## config.mk

```make
export PLATFORM = sky130hd
export DESIGN_NAME = limber_gnrl_ramtdp_be
export DESIGN_NICKNAME = d
export VERILOG_FILES = /design/src/rtl/limber_gnrl_ramtdp_be_pkg.sv /design/src/rtl/limber_gnrl_dlyline.sv /design/src/rtl/limber_gnrl_ramtdp_be.sv
export SDC_FILE = /design/constraint.sdc
export NUM_CORES = 1
export LEC_CHECK = 0
export CELL_PAD_IN_SITES_DETAIL_PLACEMENT = 1
export CELL_PAD_IN_SITES_GLOBAL_PLACEMENT = 1
export CORE_MARGIN = 2
export CORE_UTILIZATION = 43
export DETAILED_ROUTE_END_ITERATION = 6
export HOLD_SLACK_MARGIN = 0.06
export PLACE_DENSITY = 0.84
export SETUP_SLACK_MARGIN = 0.5
export SYNTH_ARGS = -nofsm -noshare
export SYNTH_HDL_FRONTEND = slang
export SYNTH_SLANG_ARGS = --single-unit
```

## constraint.sdc

```tcl
create_clock -name clk -period 2.17 [get_ports clk]
set_input_delay 0.217 -clock clk [delete_from_list [all_inputs] [get_ports clk]]
set_output_delay 0.217 -clock clk [all_outputs]
set_load 0.05 [all_outputs]
```

## src/rtl/limber_gnrl_ramtdp_be_pkg.sv

```systemverilog
// Shared constants and clear-engine states for the
// byte-enable true dual-port RAM.
package limber_gnrl_ramtdp_be_pkg;

  localparam int WMODE_READ_FIRST  = 0;
  localparam int WMODE_WRITE_FIRST = 1;
  localparam int WMODE_NO_CHANGE   = 2;

  typedef enum logic {
    CLR = 1'b0,
    RDY = 1'b1
  } clr_state_e;

endpackage

```

## src/rtl/limber_gnrl_dlyline.sv

```systemverilog
// Fixed-latency pipe carrying read data plus a valid bit.
// Synchronous reset clears every stage to zero.
module limber_gnrl_dlyline #(
  parameter int W   = 32,
  parameter int DLY = 1
) (
  input  logic         clk,
  input  logic         rst,
  input  logic         in_vld,
  input  logic [W-1:0] in_data,
  output logic         out_vld,
  output logic [W-1:0] out_data
);

  logic         vld_q [DLY];
  logic [W-1:0] dat_q [DLY];

  always_ff @(posedge clk) begin
    if (rst) begin
      for (int i = 0; i < DLY; i++) begin
        vld_q[i] <= 1'b0;
        dat_q[i] <= '0;
      end
    end else begin
      vld_q[0] <= in_vld;
      dat_q[0] <= in_data;
      for (int i = 1; i < DLY; i++) begin
        vld_q[i] <= vld_q[i-1];
        dat_q[i] <= dat_q[i-1];
      end
    end
  end

  assign out_vld  = vld_q[DLY-1];
  assign out_data = dat_q[DLY-1];

endmodule

```

## src/rtl/limber_gnrl_ramtdp_be.sv

```systemverilog
// True dual-port RAM with lane write enables, same-port
// write modes, post-reset clear and write collision flag.
module limber_gnrl_ramtdp_be
  import limber_gnrl_ramtdp_be_pkg::*;
#(
  parameter int DP           = 16,
  parameter int AW           = 4,
  parameter int DW           = 32,
  parameter int BW           = 8,
  parameter int DLY          = 1,
  parameter int WMODE        = 0,
  parameter int INIT_CLR     = 1,
  parameter int FORCE_X2ZERO = 0,
  localparam int NB          = DW / BW
) (
  input  logic          clk,
  input  logic          rst,
  input  logic          cs_a,
  input  logic [NB-1:0] we_a,
  input  logic [AW-1:0] addr_a,
  input  logic [DW-1:0] din_a,
  output logic [DW-1:0] dout_a,
  input  logic          cs_b,
  input  logic [NB-1:0] we_b,
  input  logic [AW-1:0] addr_b,
  input  logic [DW-1:0] din_b,
  output logic [DW-1:0] dout_b,
  output logic          init_done,
  output logic          coll_err
);

  localparam logic [AW:0]   DPW  = (AW+1)'(DP);
  localparam logic [AW-1:0] LAST = AW'(DP - 1);

  logic [DW-1:0] mem [DP];

  clr_state_e    state_q, state_d;
  logic [AW-1:0] clr_q, clr_d;

  logic          cs   [2];
  logic [NB-1:0] we   [2];
  logic [AW-1:0] addr [2];
  logic [DW-1:0] din  [2];

  logic          act  [2];
  logic          inr  [2];
  logic          wr   [2];
  logic          rvld [2];
  logic [DW-1:0] old  [2];
  logic [DW-1:0] mrg  [2];
  logic [DW-1:0] rdat [2];
  logic          ovld [2];
  logic [DW-1:0] odat [2];
  logic [DW-1:0] dq   [2];

  assign cs[0]   = cs_a;
  assign cs[1]   = cs_b;
  assign we[0]   = we_a;
  assign we[1]   = we_b;
  assign addr[0] = addr_a;
  assign addr[1] = addr_b;
  assign din[0]  = din_a;
  assign din[1]  = din_b;

  assign init_done = (state_q == RDY);

  // Reads see the array before this edge's writes land.
  always_comb begin
    for (int p = 0; p < 2; p++) begin
      act[p]  = cs[p] & init_done & ~rst;
      inr[p]  = {1'b0, addr[p]} < DPW;
      old[p]  = inr[p] ? mem[addr[p]] : '0;
      wr[p]   = act[p] & (|we[p]) & inr[p];
      mrg[p]  = '0;
      for (int k = 0; k < NB; k++) begin
        mrg[p][k*BW +: BW] = we[p][k] ? din[p][k*BW +: BW]
                                      : old[p][k*BW +: BW];
      end
      rvld[p] = act[p] &
                ((we[p] == '0) | (WMODE != WMODE_NO_CHANGE));
      rdat[p] = old[p];
      if ((we[p] != '0) && (WMODE == WMODE_WRITE_FIRST) && inr[p])
        rdat[p] = mrg[p];
    end
  end

  // Port B is applied first so port A wins shared lanes.
  always_ff @(posedge clk) begin
    if (!rst && state_q == CLR) begin
      mem[clr_q] <= '0;
    end else begin
      for (int p = 1; p >= 0; p--) begin
        if (wr[p]) begin
          for (int k = 0; k < NB; k++) begin
            if (we[p][k])
              mem[addr[p]][k*BW +: BW] <= din[p][k*BW +: BW];
          end
        end
      end
    end
  end

  always_comb begin
    state_d = state_q;
    clr_d   = clr_q;
    unique case (state_q)
      CLR: begin
        clr_d = clr_q + 1'b1;
        if (clr_q == LAST) state_d = RDY;
      end
      RDY: ;
    endcase
  end

  always_ff @(posedge clk) begin
    if (rst) begin
      state_q <= (INIT_CLR != 0) ? CLR : RDY;
      clr_q   <= '0;
    end else begin
      state_q <= state_d;
      clr_q   <= clr_d;
    end
  end

  always_ff @(posedge clk) begin
    if (rst) coll_err <= 1'b0;
    else coll_err <= wr[0] & wr[1] & (addr[0] == addr[1]);
  end

  limber_gnrl_dlyline #(
    .W   (DW),
    .DLY (DLY)
  ) u_dly_a (
    .clk      (clk),
    .rst      (rst),
    .in_vld   (rvld[0]),
    .in_data  (rdat[0]),
    .out_vld  (ovld[0]),
    .out_data (odat[0])
  );

  limber_gnrl_dlyline #(
    .W   (DW),
    .DLY (DLY)
  ) u_dly_b (
    .clk      (clk),
    .rst      (rst),
    .in_vld   (rvld[1]),
    .in_data  (rdat[1]),
    .out_vld  (ovld[1]),
    .out_data (odat[1])
  );

  always_ff @(posedge clk) begin
    if (rst) begin
      dq[0] <= '0;
      dq[1] <= '0;
    end else begin
      for (int p = 0; p < 2; p++) begin
        if (ovld[p]) dq[p] <= odat[p];
      end
    end
  end

  generate
    if (FORCE_X2ZERO != 0) begin : g_x2z
      always_comb begin
        for (int i = 0; i < DW; i++) begin
          dout_a[i] = (dq[0][i] === 1'b1);
          dout_b[i] = (dq[1][i] === 1'b1);
        end
      end
    end else begin : g_raw
      assign dout_a = dq[0];
      assign dout_b = dq[1];
    end
  endgenerate

endmodule

```

==> results of run 1 <==
## worst max-delay path: cells and delay by family, from the launching register on
family / cells / cell delay, ns
buffers and inverters: 5 / 0.73
DFF: 1 / 0.36
muxes: 1 / 0.42
and+or+nand+nor: 3 / 0.41
## what timing repair did
item,in CTS,in global routing
gates cloned,10,13
pin swaps,10,14
setup buffers,39,17
endpoints found under the setup margin,1127,1142
resized for setup,140,103
## sequential cells by signal (all words and copies together), names as in the netlist
signal / cells
clr_q: 4
coll_err: 1
mem: 512
u_dly_b.dat_q: 32
u_dly_a.vld_q: 1
dq: 64
u_dly_a.dat_q: 32
u_dly_b.vld_q: 1
init_done: 1
## how the worst max path moves through the flow
stage                                 end  slack (ns)  cells after the start
floorplan            mem[15][0]$_DFFE_PP_        0.28                      6
detailed placement  mem[12][29]$_DFFE_PP_       -0.97                      6
global route         mem[15][9]$_DFFE_PP_       -0.04                      9
global placement    mem[12][12]$_DFFE_PP_       -0.81                      6
CTS                 mem[11][16]$_DFFE_PP_        0.07                      8
finish               mem[15][9]$_DFFE_PP_       -0.04                      9
## logic make-up after synthesis
kind of cell / after synthesis / share of synthesized area
mux: 966 / 0.3209
flops: 648 / 0.5307
compound gates: 359 / 0.07088
simple gates: 328 / 0.04766
buf+inv: 221 / 0.02778
xor+xnor: 7 / 0.001737
fa+ha+maj: 1 / 0.0003543
## layout make-up
class,count,area (um^2)
diodes,2,5.005
well taps,1070,1339
clock inverters,31,306.5
fillers,7603,35440
repair buffers,555,6899
inverters,1,3.754
multi-input cells,1663,17110
flip-flops and latches,648,18740
clock buffers,90,1876
## report_power, final
part	internal, mW	leakage (nW)	switching, mW
combinational	1.14	10.7	1.99
clock	6.72	1.06	5.64
sequential	13.7	6.57	0.140
## cells in the mapped netlist, types with 2 or more instances
cell type,number,area (um^2)
nor2b_1,4,25.02
mux4_2,75,1689
buf_4,12,90.09
a21o_1,4,30.03
nor2_1,37,138.9
mux2i_1,315,3153
or2_2,6,37.54
a22o_1,5,43.79
nand3_1,2,10.01
nand2b_1,16,100.1
edfxtp_1,576,17300
mux2_1,16,180.2
a22oi_1,165,1239
nor3_1,13,65.06
and2_1,78,488.0
o221ai_1,39,341.6
buf_1,4,15.01
or3_1,3,18.77
clkbuf_1,124,465.5
o21ai_0,86,430.4
clkbuf_2,22,110.1
dfxtp_1,72,1441
and2_0,24,150.1
buf_2,57,285.3
a221oi_1,11,96.34
and3b_1,3,26.28
xor2_1,4,35.03
mux2_2,560,6306
o31ai_1,5,37.54
nor2_2,15,93.84
or2_1,4,25.02
or2_0,4,25.02
o22ai_1,41,256.5
nand2_1,112,420.4
xnor2_1,3,26.28
## through the flow
step / setup TNS, ns / instance area (um^2) / utilization / setup slack [ns]
floorplan: 0 / 36110 / - / 0.2844
global placement: -556.22 / 42110 / 0.5154 / -0.8067
detailed placement: -580.90 / 42110 / 0.5154 / -0.9745
CTS: 0 / 45530 / 0.5572 / 0.07073
global route: -0.7592 / 46280 / 0.5663 / -0.04027
finish: -1.456 / 46280 / 0.5664 / -0.03970
## per-layer routing
layer  routed length [um]  vias to the layer above
li1                     -                    10795
met1                54040                    14183
met2                71940                     2932
met3                21390                     1090
met4                15640                       12
met5                   80                        -
==> reports/metrics.cfg, run 1 <==
[run_status]
run_status = finished, violations left
violations = setup timing

[timing]
period_needed_ns = 2.210
worstMarginPinSlew_ns = 1.227
rsz0062_at_grt = yes
max_clock_freq_ghz = 0.4525
setup-violations-final = 121
slew_headroom = 0.1808
slew_viol_final = 0
finalCritPeriodShare = 1.018
whs_ns = 0.1952
skew_ns = 0.03416
hold_viol = 0
setup_ws_ns = -0.03970

[floorplan]
dieHeight_um = 290.5
fp.dieW_um = 290.5
initial_utilization = 0.4321
top_level_ports = 150
design.die.area_mm2 = 0.08442
coreArea_mm2 = 0.08172
fp-row-count = 105

[synth]
ys_seq_elements = 648
synthDistinctLibCells = 48
yosys_warnings = 0
synth-edff-count = 576
ys_seq_area_frac = 0.5307
syn_area_per_cell_um2 = 13.96
synth_nets = 2615
syn_inst = 2530
synthesis.area_mm2 = 0.03531
synth_ff_type = edfxtp_1
synthArstFlopShare = 0

[pwr]
power.density_mw_per_mm2 = 632.9
total_leakage_power_nw = 18.34
ir_drop_mv = 0.4595
power_mw = 29.29

[final_layout]
layout_common_cells = edfxtp_1 (576), mux2_2 (550), mux2i_1 (299), buf_4 (187), a22oi_1 (165)
area_growth_pct = 31.08
instances_no_fill = 4060
final_common_cell = edfxtp_1
drive_gt1_frac = 0.4528
nets = 3022

[placement]
placedCellCount = 3858
portBuffers = 149
dpl.hpwl_mm = 88.49
place_congestion = 0.9273

[route]
drc = 0
vias_per_cell = 7.146
post_drt_wl_per_cell_um = 40.17
drtIter0Drc = 4489
firstDrtPassIters = 7
antenna_left = 0
vias = 29012
routed_wl_mm = 163.1

[clocking]
hold_buffers = 0
cts_root_buf = clkbuf_16
path_clk_slew_ns = 0.08
cts_tree = built
htreeDepth = 3
cts_buffers = 68
insertion_delay_ns = 0.66
clock_path_buffers = 3
clkSinkCount = 648

[grt]
grt_pass1_wl_mm = 212.6
use_met3 = 0.09246
antenna_found_initial = 13
busiest_layer = met2
grt.met1_usage = 0.4123
grt_pass1_vias = 29844
met2_usage = 0.5497
grt-ovfl-total = 0
grt_max_degree = 77
gr-usage-all-layers = 0.3420

[run]
maxCapViolCount = 0

[min_path]
min_path_cells = 4
min_to = coll_err$_SDFF_PP0_
hold_class = input port to flop
min_from = addr_b[2]

[worst_setup_path]
cp_max_fo = 10
required_ns = 2.54
cp_slowest_cell = mux2_2
reg2reg_depth = 9
start_kind = flop
endpoint_kind = flop
startpoint = init_done$_SDFF_PP0_
cp.arrival_ns = 2.58
timing.critical_path.mode_cell = buf_12
worst-setup-path-type = flop to flop
max_stage_delay_ns = 0.42
rr_startpoint = init_done$_SDFF_PP0_
r2r_slack_ns = -0.04
reg2reg_to = mem[15][9]$_DFFE_PP_
crit_chain = buf_12 > and3b_2 > buf_12 > buf_4 > nand2_2 > buf_12 > nor2_4 > buf_12 > mux2_2

Power figures use the tool's default switching activity.
==> run 2: changes to the inputs <==
- SLEW_MARGIN: unset -> 10
==> results of run 2 <==
Final layout, timing and power as in run 1 (identical DEF).
